==> src/rtl/fetch_seq_if.sv <==
// -----------------------------------------------------------------------------
// fetch_seq_if
// Instruction-memory fetch bus: req/gnt/rvalid handshake.
//   imem_req    : fetch request (master -> slave)
//   imem_addr   : fetch address (master -> slave)
//   imem_gnt    : request accepted this cycle (slave -> master)
//   imem_rvalid : read data valid (slave -> master)
//   imem_rdata  : instruction word (slave -> master)
// -----------------------------------------------------------------------------
interface fetch_seq_if;
  logic        imem_req;
  logic [31:0] imem_addr;
  logic        imem_gnt;
  logic        imem_rvalid;
  logic [31:0] imem_rdata;

  modport master (
    output imem_req,
    output imem_addr,
    input  imem_gnt,
    input  imem_rvalid,
    input  imem_rdata
  );

  modport slave (
    input  imem_req,
    input  imem_addr,
    output imem_gnt,
    output imem_rvalid,
    output imem_rdata
  );
endinterface

==> src/rtl/fetch_seq.sv <==
// -----------------------------------------------------------------------------
// fetch_seq
// Fetch sequencer for the single-stage core. Owns the architectural PC and
// walks each instruction through fetch (REQ/WAIT), execute (EXEC) and the
// next-PC update. Misaligned targets redirect to TRAP_PC; a fetch that gets
// no rvalid within MAX_WAIT cycles parks the sequencer in ERR (sticky).
//
// Ports:
//   clk           : system clock, rising edge
//   rst           : asynchronous reset, active low
//   imem          : instruction-memory bus (master side)
//   instr         : registered instruction word to the datapath
//   instr_valid   : one-cycle pulse, instr is new
//   ex_done       : execute finished; cond/imm/alu_out valid this cycle
//   cond          : 00 sequential, 01 jal/taken branch, 1x jalr
//   imm           : branch/jal offset
//   alu_out       : jalr target
//   pc            : current PC
//   misalign_trap : one-cycle pulse on trap redirect
//   epc           : PC of the instruction whose target faulted
//   bus_err       : sticky fetch-timeout flag
// -----------------------------------------------------------------------------
module fetch_seq #(
  parameter logic [31:0] RESET_PC = 32'h0000_0000,
  parameter logic [31:0] TRAP_PC  = 32'h0000_0100,
  parameter int unsigned MAX_WAIT = 16
) (
  input  logic               clk,
  input  logic               rst,
  fetch_seq_if.master        imem,
  output logic [31:0]        instr,
  output logic               instr_valid,
  input  logic               ex_done,
  input  logic [1:0]         cond,
  input  logic [31:0]        imm,
  input  logic [31:0]        alu_out,
  output logic [31:0]        pc,
  output logic               misalign_trap,
  output logic [31:0]        epc,
  output logic               bus_err
);

  typedef enum logic [2:0] {
    IDLE = 3'd0,
    REQ  = 3'd1,
    WAIT = 3'd2,
    EXEC = 3'd3,
    ERR  = 3'd4
  } state_t;

  localparam logic [7:0] MAX_WAIT_C = 8'(MAX_WAIT);

  state_t      state_q, state_d;
  logic [31:0] pc_q, pc_d;
  logic [31:0] instr_q, instr_d;
  logic [31:0] epc_q, epc_d;
  logic [7:0]  wait_cnt_q, wait_cnt_d;
  logic        instr_valid_q, instr_valid_d;
  logic        trap_q, trap_d;
  logic [31:0] target;

  // Next-PC candidate; only consumed on ex_done in EXEC.
  always_comb begin
    target = pc_q + 32'd4;
    case (cond)
      2'b00:   target = pc_q + 32'd4;
      2'b01:   target = pc_q + imm;
      default: target = alu_out & 32'hFFFF_FFFE;  // jalr clears bit 0
    endcase
  end

  always_comb begin
    state_d       = state_q;
    pc_d          = pc_q;
    instr_d       = instr_q;
    epc_d         = epc_q;
    wait_cnt_d    = wait_cnt_q;
    instr_valid_d = 1'b0;
    trap_d        = 1'b0;

    case (state_q)
      IDLE: begin
        // Late rvalid from an aborted fetch lands here and is dropped.
        state_d    = REQ;
        wait_cnt_d = 8'd0;
      end

      REQ: begin
        if (imem.imem_gnt) begin
          if (imem.imem_rvalid) begin
            instr_d       = imem.imem_rdata;
            instr_valid_d = 1'b1;
            state_d       = EXEC;
          end else begin
            state_d    = WAIT;
            wait_cnt_d = 8'd1;
          end
        end
      end

      WAIT: begin
        if (imem.imem_rvalid) begin
          instr_d       = imem.imem_rdata;
          instr_valid_d = 1'b1;
          state_d       = EXEC;
        end else if (wait_cnt_q >= MAX_WAIT_C) begin
          state_d = ERR;
        end else begin
          wait_cnt_d = wait_cnt_q + 8'd1;
        end
      end

      EXEC: begin
        if (ex_done) begin
          if (target[1:0] != 2'b00) begin
            pc_d   = TRAP_PC;
            epc_d  = pc_q;
            trap_d = 1'b1;
          end else begin
            pc_d = target;
          end
          state_d    = REQ;
          wait_cnt_d = 8'd0;
        end
      end

      ERR: begin
        state_d = ERR;
      end

      default: begin
        state_d = IDLE;
      end
    endcase
  end

  always_ff @(posedge clk or negedge rst) begin
    if (!rst) begin
      state_q       <= IDLE;
      pc_q          <= RESET_PC;
      instr_q       <= 32'd0;
      epc_q         <= 32'd0;
      wait_cnt_q    <= 8'd0;
      instr_valid_q <= 1'b0;
      trap_q        <= 1'b0;
    end else begin
      state_q       <= state_d;
      pc_q          <= pc_d;
      instr_q       <= instr_d;
      epc_q         <= epc_d;
      wait_cnt_q    <= wait_cnt_d;
      instr_valid_q <= instr_valid_d;
      trap_q        <= trap_d;
    end
  end

  assign imem.imem_req  = (state_q == REQ);
  assign imem.imem_addr = pc_q;
  assign instr          = instr_q;
  assign instr_valid    = instr_valid_q;
  assign pc             = pc_q;
  assign misalign_trap  = trap_q;
  assign epc            = epc_q;
  assign bus_err        = (state_q == ERR);

endmodule

==> src/flat_wrapper.sv <==
// flat-port wrapper written by rule: the top's interface ports become plain ports
module fetch_seq_flat 
#(
  parameter logic [31:0] RESET_PC = 32'h0000_0000,
  parameter logic [31:0] TRAP_PC  = 32'h0000_0100,
  parameter int unsigned MAX_WAIT = 16
)
  (clk, rst, instr, instr_valid, ex_done, cond, imm, alu_out, pc, misalign_trap, epc, bus_err, imem_imem_req, imem_imem_addr, imem_imem_gnt, imem_imem_rvalid, imem_imem_rdata);
  fetch_seq_if imem_i ();
  input  logic clk;
  input  logic rst;
  output logic [31:0] instr;
  output logic instr_valid;
  input  logic ex_done;
  input  logic [1:0] cond;
  input  logic [31:0] imm;
  input  logic [31:0] alu_out;
  output logic [31:0] pc;
  output logic misalign_trap;
  output logic [31:0] epc;
  output logic bus_err;
  output wire logic [$bits(imem_i.imem_req)-1:0] imem_imem_req;
  output wire logic [$bits(imem_i.imem_addr)-1:0] imem_imem_addr;
  input wire logic [$bits(imem_i.imem_gnt)-1:0] imem_imem_gnt;
  input wire logic [$bits(imem_i.imem_rvalid)-1:0] imem_imem_rvalid;
  input wire logic [$bits(imem_i.imem_rdata)-1:0] imem_imem_rdata;
  assign imem_imem_req = imem_i.imem_req;
  assign imem_imem_addr = imem_i.imem_addr;
  assign imem_i.imem_gnt = imem_imem_gnt;
  assign imem_i.imem_rvalid = imem_imem_rvalid;
  assign imem_i.imem_rdata = imem_imem_rdata;
  fetch_seq #(.RESET_PC(RESET_PC), .TRAP_PC(TRAP_PC), .MAX_WAIT(MAX_WAIT)) u_core (.clk(clk), .rst(rst), .imem(imem_i), .instr(instr), .instr_valid(instr_valid), .ex_done(ex_done), .cond(cond), .imm(imm), .alu_out(alu_out), .pc(pc), .misalign_trap(misalign_trap), .epc(epc), .bus_err(bus_err));
endmodule
==> config.mk <==
export PLATFORM = sky130hd
export DESIGN_NAME = fetch_seq_flat
export DESIGN_NICKNAME = d
export VERILOG_FILES = /design/src/rtl/fetch_seq_if.sv /design/src/rtl/fetch_seq.sv /design/src/flat_wrapper.sv
export SDC_FILE = /design/constraint.sdc
export NUM_CORES = 1
export LEC_CHECK = 0
export BUFFER_PORTS_ARGS = -buffer_cell sky130_fd_sc_hd__buf_4
export CAP_MARGIN = 20
export CORE_AREA = 2 2 122 124
export DETAILED_ROUTE_END_ITERATION = 16
export DIE_AREA = 0 0 124 126
export PLACE_DENSITY_LB_ADDON = 0.25
export SYNTH_ARGS = -nofsm -noshare
export SYNTH_HDL_FRONTEND = slang
export SYNTH_SLANG_ARGS = --single-unit
==> constraint.sdc <==
create_clock -name clk -period 3 [get_ports clk]
set_input_delay 0.3 -clock clk [delete_from_list [all_inputs] [get_ports clk]]
set_output_delay 0.3 -clock clk [all_outputs]
set_load 0.01 [all_outputs]
==> summary.txt <==
Clock network
  • Clk buf depth: 2
  • Clk slew on worst S/H paths: about 0.080 ns
  • CTS H-tree depth: 3
  • Worst-skew pair later-pin latency: between 0.3 and 0.4 ns
  • Clock sink count: roughly 110
  • CTS tree: built
  • CTS Buf Count: 9
  • Post-CTS Setup Bufs: 0
  • Clock root cell: clkbuf_16

Power
  • Clock Power Share: ~14%
  • Sw Ratio: 41.4%
  • Seq pwr share: around 29%
  • Comb power frac: 57.4%
  • P_leak: between 4 and 5 nW
  • Max VDD drop: around 500 uV
  • Power Dens Cells: 933 nW/um^2
  • Int Power: a little over 5 mW
  • Sw Pwr: about 3.6 mW

GRT
  • Number of global-route vias before repair: between 6000 and 7000
  • First-pass GRT wire length: 32500 microns
  • Initial antenna violation count: 0
  • All-Layer GR Usage: a little over a quarter
  • Grt ovf: 0
  • Largest net degree at the start of global routing: 50

Routing
  • Final wirelength: roughly 21000 microns
  • Vias per cell: roughly 5.7
  • Pre-Repair DR Iteration Count: 5
  • Wire per inst: 18.0 microns
  • DRT iter0 DRCs: roughly 460
  • Vias: 6657
  • Antenna-violating nets left: 0
  • Drt drc: 0

Finish
  • Final Non-Filler Cells: around 1200
  • Area Growth Syn to Fin: 30.5%
  • # fillers: 1225
  • Final Net Count: about 1100
  • Layout cells sized above 1: a little under two fifths
  • Most common cell after layout, fill and taps aside: buf_4
  • Most frequent cells in the layout: buf_4, dfrtp_1, nand2_1
  • Antenna cells: 0
  • Final Util: 65.5%

Synthesis
  • Most used DFF post-synth: dfrtp_1
  • Syn Std Cell Area: 7180 sq um
  • Number of enable flip-flop cells after synthesis: 0
  • Yosys reg bits: ~110
  • Ys Warns: 0
  • Async SR Flop Fraction: 100%
  • Distinct cells, synth: 63
  • Syn Nets: between 900 and 1000
  • Register area share after synthesis: between 30% and 40%
  • Synth Area per Inst: 9.37 sq um
  • Post-synthesis cell count: 766

Timing
  • Min cycle time layout: about 2.8 ns
  • Final setup TNS: 0 ns
  • Hold Violations, Final: 0
  • Clock Skew: 0.0138 ns
  • Final slew viol count: 0
  • Worst Hold Slack: 0.162 ns
  • Final setup violation count: 0
  • Worst-Margin Slew: ~0.72 ns
  • Tcrit/Tclk final: 94.6%
  • RSZ-0062 raised after global routing: false
  • Slew HR: roughly half
  • Fmax: approximately 0.35 GHz

Die
  • Area of the die: 15600 sq um
  • Core Footprint: 14300 sq um
  • Die height: around 130 microns
  • Die Width: 124 microns
  • Initial cell density of the core: between 50% and 60%
  • Rows: 44
  • IO Count: 235

Setup path
  • Slowest CP cell: dfrtp_1
  • WP data required: around 3.3 ns
  • CP Max Fanout: 7
  • Startpoint Class: register
  • CP Cell Sequence: ha_1 -> and3_1 -> and2_1 -> a221o_1 -> a2111o_1 -> a31oi_2 -> mux2i_1 -> a21boi_1 -> a211o_1
  • Crit path DAT: between 3 and 4 ns
  • WS Path Type: register to register
  • CP max stage delay: between 0.4 and 0.5 ns
  • Crit. End Element: register

Run status
  • Status: complete, no violations

Hold path
  • Hold Path Class: input pin to register

Placement
  • Post-DP HPWL: 15600 microns
  • Placed instance count: ~1200
  • IO buf count: roughly 230
  • RePlAce Congestion: between 0.9 and 1

Run
  • Max Cap Viol: 0
## kinds of logic (layout without fill, tap and decap cells)
group | count (synthesis) | count (layout) | share of synthesized area [%]
and+or+nand+nor | 212 | 212 | 14.3
AOI/OAI and AO/OA | 211 | 211 | 18.9
DFF | 109 | 109 | 38.0
buffers and inverters | 85 | 303 | 6.43
muxes | 68 | 68 | 10.6
xor gates and xnor gates | 46 | 46 | 5.61
adders and majority gates | 35 | 35 | 6.20
## cell type report
class / count / area, sq um / area share (%)
clock buffer: 9 / 225 / 2.40
clock inverter: 7 / 86.3 / 0.921
tap: 184 / 230 / 2.46
inverter: 17 / 63.8 / 0.681
multi-input combinational: 572 / 4010 / 42.8
sequential: 109 / 2730 / 29.1
timing repair buffer: 270 / 2030 / 21.7
## critical path, delay by kind of cell (launching register included)
family | cells | cell delay (ns)
AO/OA/AOI/OAI | 5 | 1.25
flip-flops | 1 | 0.46
AND/OR/NAND/NOR | 2 | 0.41
adder cells (fa/ha/maj) | 1 | 0.39
multiplexers | 1 | 0.23
## synth_stat cells, drive strengths merged (2+ instances only)
cell / n / share of area [%]
a2111oi: 3 / 0.54
a211o: 4 / 0.51
a211oi: 9 / 0.94
a21boi: 2 / 0.21
a21o: 9 / 0.94
a21oi: 57 / 4.0
a221o: 2 / 0.28
a221oi: 5 / 0.70
a22oi: 8 / 0.84
a31oi: 15 / 1.4
and2: 6 / 0.52
and3: 16 / 1.4
and4: 3 / 0.37
buf: 47 / 4.4
clkbuf: 21 / 1.1
dfrtp: 109 / 38
ha: 34 / 5.9
inv: 17 / 0.89
mux2: 64 / 10
mux2i: 4 / 0.56
nand2: 65 / 3.4
nand2b: 11 / 0.96
nand3: 23 / 1.6
nand4: 10 / 0.96
nor2: 52 / 2.7
nor2b: 9 / 0.78
nor3: 9 / 0.77
nor4: 4 / 0.35
o211ai: 6 / 0.63
o21a: 5 / 0.52
o21ai: 55 / 3.8
o21bai: 3 / 0.31
o221ai: 8 / 0.98
o22ai: 6 / 0.52
o31a: 2 / 0.24
o31ai: 5 / 0.59
or2: 2 / 0.17
xnor2: 27 / 3.3
xor2: 19 / 2.3
## sequential cells by signal (all words and copies together) (netlist names)
name	count
u_core.epc	32
u_core.imem.imem_addr	32
u_core.instr	32
u_core.instr_valid	1
u_core.misalign_trap	1
u_core.state_q	3
u_core.wait_cnt_q	8
## power by group through the flow
stage                     sequential (mW)  combinational [mW]  clock, mW
after floorplan                      2.85                2.75          0
after global placement               2.51                4.91          0
after detailed placement             2.54                4.96          0
after CTS                            2.51                4.99       1.26
after global routing                 2.60                5.45       1.31
final                                2.51                5.02       1.22
## per-stage QoR
stage	instance area, sq um	total power, mW	setup WS [ns]
after floorplan	7180	5.59	0.241
after global placement	9040	7.42	0.194
after detailed placement	9040	7.50	0.159
after CTS	9360	8.76	0.144
after global routing	9370	9.36	0.0438
final	9370	8.74	0.163
## metal layers
| layer | vias up | part of all wire, % | global-route usage, % |
|---|---|---|---|
| met1 | 3153 | 44 | 36.3 |
| li1 | 3190 | - | - |
| met3 | 30 | 7.4 | 4.48 |
| met5 | - | 0 | 0 |
| met2 | 284 | 47 | 43.9 |
| met4 | 0 | 1.8 | 7.87 |
## worst paths after layout
check / startpoint / to / slack, ns / cells after the start
min: imem_imem_rdata[2] / u_core.instr[2] / 0.16 / 2
max: u_core.imem.imem_addr[17] / u_core.imem.imem_addr[26] / 0.16 / 9
min reg2reg: u_core.epc[1] / u_core.epc[1] / 0.49 / 2
max in group asynchronous: rst / u_core.imem.imem_addr[30] / 1.66 / 3
min in group asynchronous: rst / u_core.instr[9] / 0.48 / 2
max reg2reg: u_core.imem.imem_addr[17] / u_core.imem.imem_addr[26] / 0.16 / 9
## repair_timing
action	in CTS	in global routing
hold buffers	1	0
resized for setup	0	2
setup endpoints to repair	0	2
endpoints found under the hold margin	46	0
(Power assumes the default switching activity.)
